**src/rtl/speedpong_pkg.sv**
```systemverilog
// Shared SpeedPong types and screen geometry used by the paddle, ball and AI blocks.
package speedpong_pkg;

    typedef enum logic [1:0] {
        IDLE = 2'd0,
        UP   = 2'd1,
        DN   = 2'd2
    } dir_t;

    localparam int SCREEN_H_DEF = 480;
    localparam int PADDLE_H_DEF = 64;

endpackage

```
**src/rtl/paddle_speed_ramp.sv**
```systemverilog
// Paddle speed ramp: restarts at V_MIN on a new direction and gains one step
// every ACCEL_FRAMES continuation ticks, capped at V_MAX.
module paddle_speed_ramp #(
    parameter int V_MIN        = 1,
    parameter int V_MAX        = 8,
    parameter int ACCEL_FRAMES = 4
) (
    input  logic       clk,
    input  logic       reset,
    input  logic       tick,
    input  logic       start,
    input  logic       cont,
    input  logic       stop,
    output logic [3:0] speed,
    output logic [3:0] speed_nxt
);

    localparam int CNT_W = $clog2(ACCEL_FRAMES + 1);
    localparam logic [3:0] VMIN4 = 4'(V_MIN);
    localparam logic [3:0] VMAX4 = 4'(V_MAX);
    localparam logic [CNT_W-1:0] CNT_LAST = CNT_W'(ACCEL_FRAMES - 1);

    generate
        if (ACCEL_FRAMES < 1 || V_MIN < 1 || V_MIN > V_MAX || V_MAX > 15) begin : g_param_err
            $error("paddle_speed_ramp: illegal parameter set");
        end
    endgenerate

    logic [CNT_W-1:0] hold_cnt;
    logic [CNT_W-1:0] cnt_nxt;

    // speed_nxt is exported so the position update can use the post-ramp speed on the same tick
    always_comb begin
        speed_nxt = speed;
        cnt_nxt   = hold_cnt;
        if (stop) begin
            speed_nxt = 4'd0;
            cnt_nxt   = '0;
        end else if (start) begin
            speed_nxt = VMIN4;
            cnt_nxt   = '0;
        end else if (cont) begin
            if (hold_cnt == CNT_LAST) begin
                cnt_nxt   = '0;
                speed_nxt = (speed >= VMAX4) ? VMAX4 : speed + 4'd1;
            end else begin
                cnt_nxt = hold_cnt + CNT_W'(1);
            end
        end
    end

    always_ff @(posedge clk or negedge reset) begin
        if (!reset) begin
            speed    <= 4'd0;
            hold_cnt <= '0;
        end else if (tick) begin
            speed    <= speed_nxt;
            hold_cnt <= cnt_nxt;
        end
    end

endmodule

```
**src/rtl/paddle_accel.sv**
```systemverilog
// SpeedPong paddle controller: resolves manual/auto direction, runs the IDLE/UP/DN
// FSM and moves the paddle once per frame tick with edge clamping.
module paddle_accel
    import speedpong_pkg::*;
#(
    parameter int Y_W          = 10,
    parameter int SCREEN_H     = SCREEN_H_DEF,
    parameter int PADDLE_H     = PADDLE_H_DEF,
    parameter int Y_INIT       = (SCREEN_H - PADDLE_H) / 2,
    parameter int V_MIN        = 1,
    parameter int V_MAX        = 8,
    parameter int ACCEL_FRAMES = 4,
    parameter int DEADZONE     = 4
) (
    input  logic           clk,
    input  logic           reset,
    input  logic           tick,
    input  logic           up,
    input  logic           down,
    input  logic           auto_en,
    input  logic [Y_W-1:0] ball_y,
    output logic [Y_W-1:0] y1,
    output logic [Y_W-1:0] y2,
    output logic [3:0]     speed,
    output logic           moving
);

    localparam logic [Y_W-1:0] Y_MAX   = Y_W'(SCREEN_H - PADDLE_H);
    localparam logic [Y_W+1:0] HALF_H  = (Y_W+2)'(PADDLE_H / 2);
    localparam logic [Y_W+1:0] DZ      = (Y_W+2)'(DEADZONE);

    generate
        if (PADDLE_H >= SCREEN_H || V_MIN > V_MAX || V_MAX > 15 || SCREEN_H > 2**Y_W) begin : g_param_err
            $error("paddle_accel: illegal parameter set");
        end
    endgenerate

    dir_t           state;
    dir_t           req;
    logic           start, cont, stop;
    logic [3:0]     speed_nxt;
    logic [Y_W-1:0] y1_nxt;
    logic [Y_W-1:0] step;
    logic [Y_W:0]   sum_dn;
    logic [Y_W+1:0] centre, ball_w;

    // Widened so centre +/- DEADZONE never wraps
    assign centre = {2'b00, y1} + HALF_H;
    assign ball_w = {2'b00, ball_y};

    always_comb begin
        req = IDLE;
        if (auto_en) begin
            if (ball_w + DZ < centre)
                req = UP;
            else if (ball_w > centre + DZ)
                req = DN;
        end else begin
            case ({up, down})
                2'b10:   req = UP;
                2'b01:   req = DN;
                default: req = IDLE;
            endcase
        end
    end

    always_comb begin
        stop  = 1'b0;
        start = 1'b0;
        cont  = 1'b0;
        if (req == IDLE)
            stop = 1'b1;
        else if (req != state)
            start = 1'b1;
        else
            cont = 1'b1;
    end

    paddle_speed_ramp #(
        .V_MIN        (V_MIN),
        .V_MAX        (V_MAX),
        .ACCEL_FRAMES (ACCEL_FRAMES)
    ) u_ramp (
        .clk       (clk),
        .reset     (reset),
        .tick      (tick),
        .start     (start),
        .cont      (cont),
        .stop      (stop),
        .speed     (speed),
        .speed_nxt (speed_nxt)
    );

    assign step   = Y_W'(speed_nxt);
    assign sum_dn = {1'b0, y1} + {1'b0, step};

    always_comb begin
        y1_nxt = y1;
        case (req)
            UP:      y1_nxt = (y1 < step) ? '0 : y1 - step;
            DN:      y1_nxt = (sum_dn > {1'b0, Y_MAX}) ? Y_MAX : sum_dn[Y_W-1:0];
            default: y1_nxt = y1;
        endcase
    end

    always_ff @(posedge clk or negedge reset) begin
        if (!reset) begin
            state <= IDLE;
            y1    <= Y_W'(Y_INIT);
            y2    <= Y_W'(Y_INIT + PADDLE_H - 1);
        end else if (tick) begin
            state <= req;
            y1    <= y1_nxt;
            y2    <= y1_nxt + Y_W'(PADDLE_H - 1);
        end
    end

    assign moving = (state != IDLE);

endmodule

```
**config.mk**
```make
export PLATFORM = sky130hd
export DESIGN_NAME = paddle_accel
export DESIGN_NICKNAME = d
export VERILOG_FILES = /design/src/rtl/speedpong_pkg.sv /design/src/rtl/paddle_speed_ramp.sv /design/src/rtl/paddle_accel.sv
export SDC_FILE = /design/constraint.sdc
export NUM_CORES = 1
export LEC_CHECK = 0
export ABC_CLOCK_PERIOD_IN_PS = 6350
export CAP_MARGIN = 20
export CELL_PAD_IN_SITES_DETAIL_PLACEMENT = 1
export CELL_PAD_IN_SITES_GLOBAL_PLACEMENT = 1
export CORE_ASPECT_RATIO = 1.2
export CORE_UTILIZATION = 39
export CTS_CLUSTER_DIAMETER = 50
export DETAILED_ROUTE_END_ITERATION = 16
export HOLD_SLACK_MARGIN = 0.15
export MAX_ROUTING_LAYER = met4
export PLACE_DENSITY_LB_ADDON = 0.1
export SETUP_SLACK_MARGIN = 0.5
export SYNTH_ARGS = -nofsm -noshare
export SYNTH_HDL_FRONTEND = slang
export SYNTH_SLANG_ARGS = --single-unit
export TNS_END_PERCENT = 30
```
**constraint.sdc**
```tcl
create_clock -name clk -period 6.35 [get_ports clk]
set_input_delay 1.27 -clock clk [delete_from_list [all_inputs] [get_ports clk]]
set_output_delay 1.27 -clock clk [all_outputs]
set_load 0.005 [all_outputs]
```
; ---- Yosys cells after proc, flatten, opt, wreduce, memory -nomap -nowiden
; Index checks and enable logic that the tools add are counted.
; W data, S select, Z words.
[classes]
reduce_logical = 4
n_lt_le_gt_ge = 5
n_addsub = 8
n_mux = 21
eq_ne = 6
[ops]
columns = cell, n
row1 = $mux W10, 2
row2 = $mux W4, 5
row3 = $pmux W10 S2, 1
row4 = $add A11 B3 Y12 const B, 1
row5 = $gt A10 B12 Y1, 1
row6 = $mux W3, 4
row7 = $add A10 B3 Y11 const B, 1
row8 = $add A10 B4 Y11, 1
row9 = $add A10 B6 Y11 const B, 1
row10 = $gt A11 B9 Y1 const B, 1
row11 = $lt A11 B11 Y1, 1
row12 = $add A10 B6 Y10 const B, 1
row13 = $lt A10 B4 Y1, 1
row14 = $sub A10 B4 Y10, 1
row15 = $mux W2, 3
row16 = $mux W1, 5
row17 = $add A4 B1 Y4 const B, 1
row18 = $eq A2 B1 Y1 const B, 2
row19 = $eq A2 B2 Y1 const B, 2
row20 = $ge A4 B4 Y1 const B, 1
row21 = $pmux W2 S2, 1
row22 = $add A3 B1 Y3 const B, 1
row23 = $eq A3 B2 Y1 const B, 1
row24 = $reduce_bool A3 Y1, 1
row25 = other kinds (4), 4
[totals]
regBits = 29
output_inout_bits = 25
elab_cells = 49
input_bits = 16

; ---- Logic depth before layout (Yosys ltp)
; Gate-level depths: netlist (run 1).
[depth]
depth_word = 17
ltp_mapped = 33
ltp_nobuf = 30

; ---- Modules after synthesis
; A second synthesis (run 1) with hierarchy kept.
[hier_totals]
hier_cells = 415
area_unflattened_um2 = 3432.0
[by_module_without_submodules]
columns = mod, cells_per_inst, area_per_inst_um2, instances, seq_area_each_um2
row1 = paddle_accel, 360, 2947.8, 1, 560.5
row2 = paddle_speed_ramp, 55, 484.2, 1, 175.2

; ---- Worst setup path after synthesis (run 1)
; OpenSTA, ideal clock, no wires.
[synth_path]
kind = input-to-reg
from = input ball_y[2]
to = register y2[8]
slack_ps = -829
setup_ps = 82
path_stages = 30
path_buffers = 1
arrival_ps = 7097
path_cell_list = ha_1 nand3_1 xnor2_1 ha_1 a2111o_1 o22ai_1 a21oi_1 maj3_1 maj3_1 a21oi_1 a21oi_1 ha_1 inv_1 nand2_1 nand4b_1 clkbuf_1 a21o_1 fa_1 nor2_1 o2111ai_1 xnor2_1 nand3_2 o211ai_4 a31oi_2 inv_1 ha_1 inv_1 o41ai_1 xor2_1 mux2_2
[synth_via]
elab_chain_len = 15
elab_cells_between_ends = 26
cone_classes = add/sub: 4 / order compare: 4 / eq/ne: 3 / mux: 14 / reduce/logical: 1
[synth_lines]
columns = element, line
row1 = from (decl), paddle_accel.sv:21  ; input logic [Y_W-1:0] ball_y,
row2 = $add A10 B3 Y11 or $gt A10 B12 Y1 (tied branches), "paddle_accel.sv:54, paddle_accel.sv:56"
row3 = $lt A11 B11 Y1 or $mux W2 (tied branches), "paddle_accel.sv:54, paddle_accel.sv:56"
row4 = $mux W2 (*), paddle_accel.sv:54  ; if (ball_w + DZ < centre)
row5 = $mux W2 (*), paddle_accel.sv:53  ; if (auto_en) begin
row6 = $ne A2 B2 Y1, paddle_accel.sv:73  ; else if (req != state)
row7 = $mux W1, paddle_accel.sv:73
row8 = $mux W1, paddle_accel.sv:71  ; if (req == IDLE)
row9 = $mux W4, paddle_speed_ramp.sv:42  ; end else if (cont) begin
row10 = $mux W4, paddle_speed_ramp.sv:39  ; end else if (start) begin
row11 = $mux W4, paddle_speed_ramp.sv:36  ; if (stop) begin
row12 = $add A10 B4 Y11, paddle_accel.sv:95  ; assign sum_dn = {1'b0, y1} + {1'b0, step};
row13 = $gt A11 B9 Y1, paddle_accel.sv:101  ; DN: y1_nxt = (sum_dn > {1'b0, Y_MAX}) ? Y_MAX : sum_dn[Y_W-1:0];
row14 = $mux W10, paddle_accel.sv:101
row15 = $pmux W10 S2 (*), paddle_accel.sv:99  ; case (req)
row16 = $add A10 B6 Y10 (*), paddle_accel.sv:114  ; y2 <= y1_nxt + Y_W'(PADDLE_H - 1);
row17 = to (signal assigned), paddle_accel.sv:110  ; y2 <= Y_W'(Y_INIT + PADDLE_H - 1);
row18 = to (signal assigned), paddle_accel.sv:114
row19 = to (decl), paddle_accel.sv:23  ; output logic [Y_W-1:0] y2,
; Mark *: on every way between the ends. The rest lies on a longest branch, timed or not.
; A chain may end at the register's enable or synchronous reset.

; ---- Worst setup path after layout (run 1)
[layout_path]
from = input ball_y[3]
to = register y2[5]
[layout_via]
elab_chain_len = 15
elab_cells_between_ends = 26
cone_classes = add/sub: 4 / order compare: 4 / eq/ne: 3 / mux: 14 / reduce/logical: 1
[layout_lines]
columns = element, line
row1 = $add A10 B3 Y11 or $gt A10 B12 Y1 (tied branches), "paddle_accel.sv:54, paddle_accel.sv:56"
row2 = $lt A11 B11 Y1 or $mux W2 (tied branches), "paddle_accel.sv:54, paddle_accel.sv:56"
row3 = $mux W2 (*), paddle_accel.sv:54
row4 = $mux W2 (*), paddle_accel.sv:53
row5 = $ne A2 B2 Y1, paddle_accel.sv:73
row6 = $mux W1, paddle_accel.sv:73
row7 = $mux W1, paddle_accel.sv:71
row8 = $mux W4, paddle_speed_ramp.sv:42
row9 = $mux W4, paddle_speed_ramp.sv:39
row10 = $mux W4 (*), paddle_speed_ramp.sv:36
row11 = net speed_nxt[0], paddle_accel.sv:41  ; logic [3:0] speed_nxt;
row12 = $add A10 B4 Y11, paddle_accel.sv:95
row13 = $gt A11 B9 Y1, paddle_accel.sv:101
row14 = $mux W10, paddle_accel.sv:101
row15 = $pmux W10 S2 (*), paddle_accel.sv:99
row16 = $add A10 B6 Y10 (*), paddle_accel.sv:114
; The timed path passes the listed nets; every way through them passes the cells marked *.

==> metrics.txt, run 1 <==
Tot Pwr 2.860 mW; ys flop type dfrtp_1; total track usage 0.3014; drt pass-1 iters 4; syn_nets 484; Crit Path Category primary input to flop; number of diodes 0; synthesized area per cell 8.310 µm²; setup ws final -0.4861 ns; measured slew at the worst slew-check pin 0.5134 ns; Hold Crit Class flop to flop; DRT Wirelength 14030 µm; clk_skew 0.004264 ns; antenna-violating nets left 0; Synth Instances 427; Cell Rows 37; setup violators final 13; fin crit share 1.077; Yosys reg bits 29; latest clock arrival within the worst-skew pair 0.29 ns; # IOs 41; Final Hold Fails 0; Initial Util 0.4077; post-synth top area cell dfrtp_1; sequential element share of the synthesized area 0.2073; mapped cell area 3548 µm²; number of global-route vias before repair 4199; Clock Path Buffers 2; EDFF count, synth 0; Slew HR 0.6534; Root Buffer clkbuf_8; MaxCap Viol Count 0; f_max 146.3 MHz; Residual DRC 0; Final Cell Area 5338 µm²; slowest cell delay on critical path 0.46 ns; count of cell types in the netlist 81; CP arrival 7.02 ns; Placed Area 4848 µm²; multi-input logic area 2949 µm²; static leakage 2.294 nW; YS warnings 0; worst path required time 6.53 ns; CTS H-tree lvls 2; RSZ-0062 raised after global routing yes; routed vias/inst 5.781; largest net degree at the start of global routing 48; Slew Limit Fails 0; Critical Path End Type flop; share of cells above drive strength 1 0.3803; die height 106.5 µm; Area Overhead vs Synth 50.42%; CTS tree done; startpoint types primary input; Final TNS setup -3.733 ns; Tmin final 6.836 ns; cell mode on critical path buf_4; failing checks negative setup slack; CTS Buf Count 5; initial DRC count 145; WL/cell 20.48 µm; Sink Count 29; final core occ 0.6133; nets@finish 624; FFs w/ async S/R, synth 1.000; Sequential Area 735.7 µm²; top post-synthesis cells by area dfrtp_1 15%, ha_1 14%, dfstp_2 5.9%, xnor2_1 4.7%, a21oi_1 4.5%; Core Area 8703 µm²; Yosys top cell area share 0.1481; crit-path max FO 4; IO Port Bufs 40; initial antenna violation count 0; first-pass GRT wire length 20910 µm; Die W 89.08 µm; fillers 1044; Worst-path clk slew 0.07 ns; Peak VDD IR 0.3364 mV; area of the die 9486 µm²; half-perimeter wire length after placement 10120 µm; Overflow after GRT 0; vias 3960; gpl congestion 0.8995; worst-path cell with the longest stage delay a2111o_1; status finished with violations; Cell Pwr Density 535.8 nW/µm²
==> worst paths after layout <==
check / start / end / slack (ns) / cells past startpoint
min in group asynchronous: reset / y1[5] / 1.37 / 2
setup reg to reg: y1[6] / y2[5] / -0.18 / 29
max in group asynchronous: reset / y2[1] / 4.65 / 2
setup / recovery: ball_y[3] / y2[5] / -0.49 / 30
hold / removal: y2[1] / y2[1] / 0.50 / 2
hold reg to reg: y2[1] / y2[1] / 0.50 / 2
==> report_power, final <==
part	switching (mW)	internal, mW	total [mW]
Clock	0.0856	0.128	0.213
Sequential	0.0698	0.275	0.345
Combinational	1.16	1.14	2.30
Total	1.32	1.54	2.86
==> metrics by stage <==
stage          hold WS (ns)  setup slack [ns]  instances
5_1_grt              0.5143           -0.7060        685
3_3_place_gp         0.4741            -1.165        668
3_5_place_dp         0.4878            -1.323        668
6_report             0.4997           -0.4861        685
4_1_cts              0.4984           -0.4041        680
2_1_floorplan        0.4587           -0.4014        427
==> layout make-up <==
| class | count | share of cell area |
|---|---|---|
| flip-flops and latches | 29 | 0.1378 |
| clock buffers | 6 | 0.01547 |
| well taps | 117 | 0.02743 |
| repair buffers | 152 | 0.2353 |
| multi-input cells | 345 | 0.5525 |
| clock inverters | 2 | 0.007032 |
| inverters | 34 | 0.02438 |
==> registers in the layout (all words and copies together), names as in the netlist <==
signal           cells
state                2
u_ramp.hold_cnt      3
u_ramp.speed         4
y1                  10
y2                  10
==> worst max-delay path: cells and delay by family <==
| family | cells | cell delay, ns |
|---|---|---|
| adders and majority gates | 7 | 1.90 |
| buffers and inverters | 6 | 0.73 |
| AOI/OAI and AO/OA | 9 | 1.66 |
| muxes | 1 | 0.26 |
| and+or+nand+nor | 4 | 0.69 |
| xor gates and xnor gates | 3 | 0.49 |
==> logic make-up after synthesis <==
group / synth area share
compound gates: 0.2736
xor+xnor: 0.06418
buf+inv: 0.07158
flops: 0.2073
fa+ha+maj: 0.1544
mux: 0.02221
simple gates: 0.2066
==> routing by layer <==
metal / wire [µm] / up-vias / GRT usage
li1: - / 1841 / -
met1: 5703 / 1986 / 0.3337
met2: 7414 / 99 / 0.5368
met3: 387 / 34 / 0.03494
met4: 521 / 0 / 0.1293
met5: 0 / - / -
==> placed cells by master (no fill, tap or decap), types with 6 or more instances in the layout <==
master           count
buf_4              109
clkdlybuf4s50_1     35
inv_1               31
ha_1                31
nor2_1              28
nand2_1             26
a21oi_1             26
o21ai_0             23
dfrtp_1             21
xnor2_1             16
nand3_1             14
o21a_1               8
dfstp_2              8
xor2_1               7
nor2b_1              6
nand4_1              6
nor3_1               6
clkbuf_8             6
==> Yosys cell counts, types with 7 or more instances <==
| cell | count |
|---|---|
| o21a_1 | 8 |
| inv_1 | 34 |
| xor2_1 | 7 |
| o21ai_0 | 31 |
| nor2_1 | 33 |
| nand2_1 | 27 |
| nand3_1 | 16 |
| nor2b_1 | 7 |
| dfrtp_1 | 21 |
| dfstp_2 | 8 |
| ha_1 | 39 |
| nor3_1 | 7 |
| xnor2_1 | 19 |
| a21oi_1 | 32 |
| clkbuf_1 | 11 |
==> what timing repair did <==
| action | CTS | global route |
|---|---|---|
| setup endpoints to repair | 20 | 20 |
| hold endpoints to repair | 0 | 0 |
| hold buffers | 0 | 0 |
| pin swaps | 38 | 35 |
| setup buffers | 4 | 5 |
| resized for setup | 67 | 25 |
Note: power is estimated with default switching activity, not from simulation.
==> inputs of run 2 (changes only) <==
--- a/config.mk
+++ b/config.mk
@@ -12,6 +12,7 @@
 export CORE_ASPECT_RATIO = 1.2
 export CORE_UTILIZATION = 39
 export CTS_CLUSTER_DIAMETER = 50
+export CTS_CLUSTER_SIZE = 40
 export DETAILED_ROUTE_END_ITERATION = 16
 export HOLD_SLACK_MARGIN = 0.15
 export MAX_ROUTING_LAYER = met4
@@ -19,5 +20,6 @@
 export SETUP_SLACK_MARGIN = 0.5
 export SYNTH_ARGS = -nofsm -noshare
 export SYNTH_HDL_FRONTEND = slang
+export SYNTH_HIERARCHICAL = 1
 export SYNTH_SLANG_ARGS = --single-unit
 export TNS_END_PERCENT = 30
==> run 2 against run 1 <==
  * The flow still finishes with violations (negative setup slack)
  * Sequential power grew 4%
  * Critical path depth grew 4
  * Clock skew shrank 0.0012 ns
  * Critical endpoint is now y2[7]
  * Largest power group unchanged
  * Combinational power grew 46%
  * Global-route usage grew 8.6 points
  * Flip-flop and latch count is the same
  * Register-to-register slack lost 1.2 ns
  * Fmax shrank 11%
  * First-iteration DRC count grew to 3.1 times the previous value
==> metrics.txt, run 2 <==
Core Area 8564 µm²; vias 4784; failing checks negative setup slack; Sink Count 29; Die W 87.64 µm; Worst-path clk slew 0.07 ns; Clock Path Buffers 2; Slew Limit Fails 0; Top Registers y1: 10 flops, y2: 10 flops, u_ramp/speed: 4 flops; worst path required time 6.59 ns; share of cells above drive strength 1 0.4976; nets@finish 679; cell mode on critical path buf_4; Yosys reg bits 29; initial DRC count 446; most common cell in the synthesized netlist ha_1; static leakage 2.646 nW; top cells by count, synth 35 x ha_1, 31 x inv_1, 28 x nand2_1, 25 x nor2_1, 24 x a21oi_1; fin crit share 1.215; commonest non-fill, non-tap cell in the layout buf_4; initial antenna violation count 2; f_max 129.6 MHz; Tmin final 7.716 ns; startpoint types flop; routed vias/inst 6.413; measured slew at the worst slew-check pin 0.5946 ns; Psw 1.911 mW; Root Buffer clkbuf_8; antenna-violating nets left 0; Initial Util 0.4007; status finished with violations; half-perimeter wire length after placement 11130 µm; IO Port Bufs 40; WL/cell 28.70 µm; Pint 2.012 mW; Inst Count DP 686; post-synth top area cell dfrtp_1; setup ws final -1.366 ns; Crit Path Category flop to flop; CTS H-tree lvls 2; CTS Buf Count 5; Clock power frac 0.055; hold_ws 0.5179 ns; ys flop type dfrtp_1; EDFF count, synth 0; switching share of power 0.4872; Final Hold Fails 0; CTS tree done; first-pass GRT wire length 25780 µm; Critical Path End Type flop; Cell Pwr Density 661.5 nW/µm²; latest clock arrival within the worst-skew pair 0.30 ns; Yosys top cell area share 0.1531; Cell Rows 37; syn_nets 468; count of cell types in the netlist 77; RSZ-0062 raised after global routing yes; met1 Usage GRT 0.3867; gpl congestion 0.9961; most frequent cells in the layout 167 x buf_4, 30 x clkdlybuf4s50_1, 27 x inv_1; Tot Pwr 3.923 mW; sequential element share of the synthesized area 0.2144; die height 104.8 µm; met2 Usage GRT 0.6858; YS warnings 6; Synth Instances 415; drt pass-1 iters 5; number of global-route vias before repair 4869; Seq pwr share 0.091; Hold Crit Class flop to flop; DRT Wirelength 21410 µm; Layout Cells excl Fill 746; worst-path cell with the longest stage delay dfrtp_1; MaxCap Viol Count 0; synthesized area per cell 8.270 µm²; top post-synthesis cells by area dfrtp_1 15%, ha_1 13%, dfstp_2 6.1%, xnor2_1 3.8%, a21oi_1 3.5%; WP buf/inv 10; setup violators final 20; Peak VDD IR 0.4203 mV; FFs w/ async S/R, synth 1.000; Residual DRC 0; total track usage 0.3872; GR peak layer met2; CP delay by family, top compound AO/OA/AOI/OAI gates; mapped cell area 3432 µm²; combinational power share 0.854; Overflow after GRT 0; # IOs 41; largest net degree at the start of global routing 39; Area Overhead vs Synth 72.80%; crit-path max FO 5; Slew HR 0.6019; area of the die 9181 µm²; CP arrival 7.96 ns; clk_skew 0.003027 ns; slowest cell delay on critical path 0.53 ns; GRT met3 Usage 0.04976
-- run 2: layer usage --
metal  share of wire  vias up
met4           0.095        0
met1            0.34     2356
met5               0        -
met2            0.50      290
met3           0.067      176
li1                -     1962
-- run 2: layout make-up --
cell class                 instances  area (µm²)
antenna                            2       5.005
tap                              117       146.4
timing repair buffer             219        1795
multi-input combinational        339        3009
clock buffer                       7       86.33
clock inverter                     1       30.03
fill                             946        2634
sequential                        29       735.7
inverter                          32       122.6
-- run 2: repair_timing --
item                                    in CTS  in global routing
endpoints found under the hold margin        0                  0
endpoints found under the setup margin      20                 20
pin swaps                                   55                 29
hold buffers                                 0                  0
gates resized for setup                    106                 33
setup buffers                               35                 15
-- run 2: worst paths after layout --
kind	from	depth (start not counted)	end	slack [ns]
min in group asynchronous	reset	2	y1[8]	1.38
worst max register to register	y1[5]	34	y2[7]	-1.37
max in group asynchronous	reset	2	y1[4]	4.64
worst max-delay path	y1[5]	34	y2[7]	-1.37
worst min-delay path	y2[5]	2	y2[5]	0.52
worst min register to register	y2[5]	2	y2[5]	0.52
-- run 2: power by group through the flow --
stage	sequential [mW]	combinational (mW)	clock (mW)
CTS	0.348	2.76	0.210
global placement	0.342	2.21	0
detailed placement	0.346	2.29	0
global route	0.362	3.44	0.222
floorplan	0.354	1.16	0
finish	0.358	3.35	0.216
-- run 2: kinds of logic (layout without fill, tap and decap cells) --
| group | count (synthesis) | after routing | synth area share |
|---|---|---|---|
| and+or+nand+nor | 150 | 150 | 0.2384 |
| AOI/OAI and AO/OA | 118 | 118 | 0.2556 |
| buffers and inverters | 47 | 259 | 0.05468 |
| adders and majority gates | 37 | 37 | 0.1393 |
| DFF | 29 | 29 | 0.2144 |
| xor gates and xnor gates | 23 | 23 | 0.06307 |
| muxes | 11 | 11 | 0.03464 |
| other | 0 | 2 | 0 |
-- run 2: per-stage QoR --
step | area (µm²) | util | worst slack (ns) | TNS (ns)
final | 5931 | 0.6925 | -1.366 | -16.69
after detailed placement | 4965 | 0.5797 | -1.278 | -16.67
after global routing | 5931 | 0.6925 | -1.525 | -20.79
after floorplan | 3532 | - | -0.4710 | -1.202
after CTS | 5664 | 0.6614 | -0.2664 | -1.600
after global placement | 4965 | 0.5797 | -1.026 | -13.22
-- run 2: worst reg2reg max path, delay by kind of cell, from the launching register on --
| kind | cells | cell delay (ns) |
|---|---|---|
| compound gates | 10 | 2.22 |
| simple gates | 9 | 2.07 |
| buf+inv | 10 | 1.31 |
| fa+ha+maj | 3 | 0.93 |
| flops | 1 | 0.53 |
| mux | 1 | 0.34 |
| xor+xnor | 1 | 0.24 |
==> inputs of run 3 (changes only) <==
--- a/config.mk
+++ b/config.mk
@@ -5,12 +5,13 @@
 export SDC_FILE = /design/constraint.sdc
 export NUM_CORES = 1
 export LEC_CHECK = 0
+export ABC_AREA = 1
 export ABC_CLOCK_PERIOD_IN_PS = 6350
 export CAP_MARGIN = 20
 export CELL_PAD_IN_SITES_DETAIL_PLACEMENT = 1
 export CELL_PAD_IN_SITES_GLOBAL_PLACEMENT = 1
 export CORE_ASPECT_RATIO = 1.2
-export CORE_UTILIZATION = 39
+export CORE_UTILIZATION = 37
 export CTS_CLUSTER_DIAMETER = 50
 export CTS_CLUSTER_SIZE = 40
 export DETAILED_ROUTE_END_ITERATION = 16
==> run 3 against run 2 <==
  * The flow now finishes without violations
  * Worst setup slack improved by 1.4 ns
  * Design area shrank 13%
  * Flip-flop and latch count stayed put
  * Critical path depth grew 13
  * Final cell count shrank 0.27%
  * Combinational power decreased by 37%
  * Die area grew 3.0%
  * Critical endpoint is now y2[9]
  * Largest cell class unchanged
  * Largest power group unchanged
==> metrics.txt, run 3 <==
share of cells above drive strength 1 0.4035; Final Cell Area 5144 µm²; largest net degree at the start of global routing 30; Clock power frac 0.065; fin crit share 0.9877; post-synth top area cell dfrtp_1; Psw 1.314 mW; YS warnings 6; synthesized area per cell 6.818 µm²; CTS H-tree lvls 2; Crit Path Category primary input to flop; drt pass-1 iters 4; Slew HR 0.5830; xor/xnor share of the synthesized area 0.05707; CP arrival 6.44 ns; worst r2r src y1[6]; Clock Path Buffers 2; combinational power share 0.796; nets@finish 679; hold path start y2[3]; Hold Crit Class flop to flop; latest clock arrival within the worst-skew pair 0.28 ns; top post-synthesis cells by area dfrtp_1 16%, nand2_1 15%, ha_1 13%, dfstp_2 6.3%, inv_1 6.2%; sequential element share of the synthesized area 0.2193; r2r setup slk 0.23 ns; cell mode on critical path nand2_1; endpoint of the worst register-to-register path y2[9]; post-synthesis mux area share 0; total track usage 0.2651; slowest cell delay on critical path 0.36 ns; simple-gate share of the synthesized area 0.3860; ys flop type dfrtp_1; measured slew at the worst slew-check pin 0.6247 ns; Layout Cells excl Fill 744; half-perimeter wire length after placement 9036 µm; gpl congestion 0.9155; count of cell types in the netlist 45; first-pass GRT wire length 18690 µm; EDFF count, synth 0; top cells by count, synth 135 x nand2_1, 55 x inv_1, 46 x nor2_1, 35 x ha_1, 33 x nand3_1; Cell Rows 37; routed vias/inst 5.140; number of diodes 0; Sink Count 29; Initial Util 0.3854; Tot Pwr 2.652 mW; Top Registers y1: 10 flops, y2: 10 flops, u_ramp/speed: 4 flops; Critical Path End Type flop; mapped cell area 3354 µm²; Pint 1.339 mW; WL/cell 17.95 µm; Synth Area in Adders 0.1425; Peak VDD IR 0.3667 mV; setup ws final 0.07835 ns; number of global-route vias before repair 3952; die height 106.3 µm; Die W 88.92 µm; largest family of logic cells by synthesized area simple AND/OR/NAND/NOR gates; startpoint types primary input; MaxCap Viol Count 0; Yosys top cell area share 0.1567; Root Buffer clkbuf_8; Slew Limit Fails 0; RSZ-0062 raised after global routing yes; vias 3824; Final Hold Fails 0; crit-path max FO 4; worst path required time 6.52 ns; Yosys reg bits 29; FFs w/ async S/R, synth 1.000; DRT Wirelength 13360 µm; most frequent cells in the layout 113 x nand2_1, 79 x buf_4, 49 x inv_1; hold_ws 0.4926 ns; Seq pwr share 0.140; Hold Crit Depth 2; setup violators final 0; Placed Area 4403 µm²; initial DRC count 131; worst-path cell with the longest stage delay fa_2; Residual DRC 0; R2R cell count 44; Compound-Gate Fraction of Synth Area 0.09698; Overflow after GRT 0; status complete, no violations; Synth Instances 492; switching share of power 0.4953; Cell Pwr Density 515.7 nW/µm²; antenna-violating nets left 0; Core Area 8703 µm²; initial antenna violation count 0; syn_nets 545; Hold Crit Endpoint y2[3]; static leakage 2.479 nW; hold bufs inserted after CTS 0; most common cell in the synthesized netlist nand2_1; # IOs 41; Tmin final 6.272 ns; CTS Buf Count 5; commonest non-fill, non-tap cell in the layout nand2_1; pre-CTS setup slack -0.6504 ns; clk_skew 0.008613 ns; area of the die 9453 µm²; Area Overhead vs Synth 53.34%; CTS tree done; f_max 159.4 MHz; IO Port Bufs 40; Worst-path clk slew 0.06 ns; Inst Count DP 703
[run 3: cell count changes in the layout (fill, tap and decap cells not counted), sizes merged, moves of 12 or more]
cell | before | now
nand2 | 29 | 152
nand3 | 23 | 41
buf | 185 | 101
xnor2 | 17 | 5
inv | 31 | 68
nor2 | 25 | 57
[run 3: power groups by stage]
stage               Combinational, mW  Sequential [mW]  Clock, mW
detailed placement               1.59            0.367          0
floorplan                       0.973            0.343          0
global route                     2.26            0.379      0.181
CTS                              1.81            0.366      0.173
finish                           2.11            0.370      0.172
global placement                 1.54            0.363          0
[run 3: cells by family (layout without fill, tap and decap cells)]
group                      Yosys count  after routing
and+or+nand+nor                    270            270
AOI/OAI and AO/OA                   54             54
xor gates and xnor gates            21             21
adders and majority gates           37             37
DFF                                 29             29
buffers and inverters               81            216
[run 3: worst max-delay path: cells and delay by family]
| kind | cells | cell delay (ns) |
|---|---|---|
| adders and majority gates | 4 | 1.01 |
| xor gates and xnor gates | 1 | 0.16 |
| and+or+nand+nor | 27 | 2.38 |
| buffers and inverters | 10 | 0.89 |
| AOI/OAI and AO/OA | 5 | 0.70 |
[run 3: how the worst max path moves through the flow]
stage,slack [ns],start,end
3_5_place_dp,-0.65,ball_y[2],y2[6]
5_1_grt,-0.26,ball_y[2],y2[8]
4_1_cts,0.27,ball_y[3],y2[8]
6_report,0.08,ball_y[2],y2[9]
3_3_place_gp,-0.44,ball_y[2],y2[6]
2_1_floorplan,0.51,ball_y[2],y2[6]
[run 3: area by class of cell]
| class | instances | area, µm² |
|---|---|---|
| Fill cell | 1123 | 3560 |
| Multi-Input combinational cell | 382 | 2698 |
| Timing Repair Buffer | 137 | 1194 |
| Sequential cell | 29 | 737.0 |
| Inverter | 71 | 267.8 |
| Tap cell | 117 | 146.4 |
| Clock buffer | 7 | 96.34 |
| Clock inverter | 1 | 5.005 |
[run 3: timing repair]
item / in CTS / in global routing
resized for setup: 69 / 58
setup endpoints to repair: 20 / 20
buffers inserted: 21 / 12
pin swaps: 37 / 58
[run 3: routing by layer]
layer,track usage,vias up,wire [µm]
met3,0.02795,35,339
li1,-,1828,-
met4,0.1014,0,472
met1,0.2815,1874,5273
met2,0.4923,87,7271
met5,-,-,0
[run 3: per-stage QoR]
stage	setup TNS, ns	utilization
CTS	0	0.5562
finish	0	0.5910
global route	-1.453	0.5910
detailed placement	-7.044	0.5059
global placement	-3.652	0.5059
floorplan	0	-
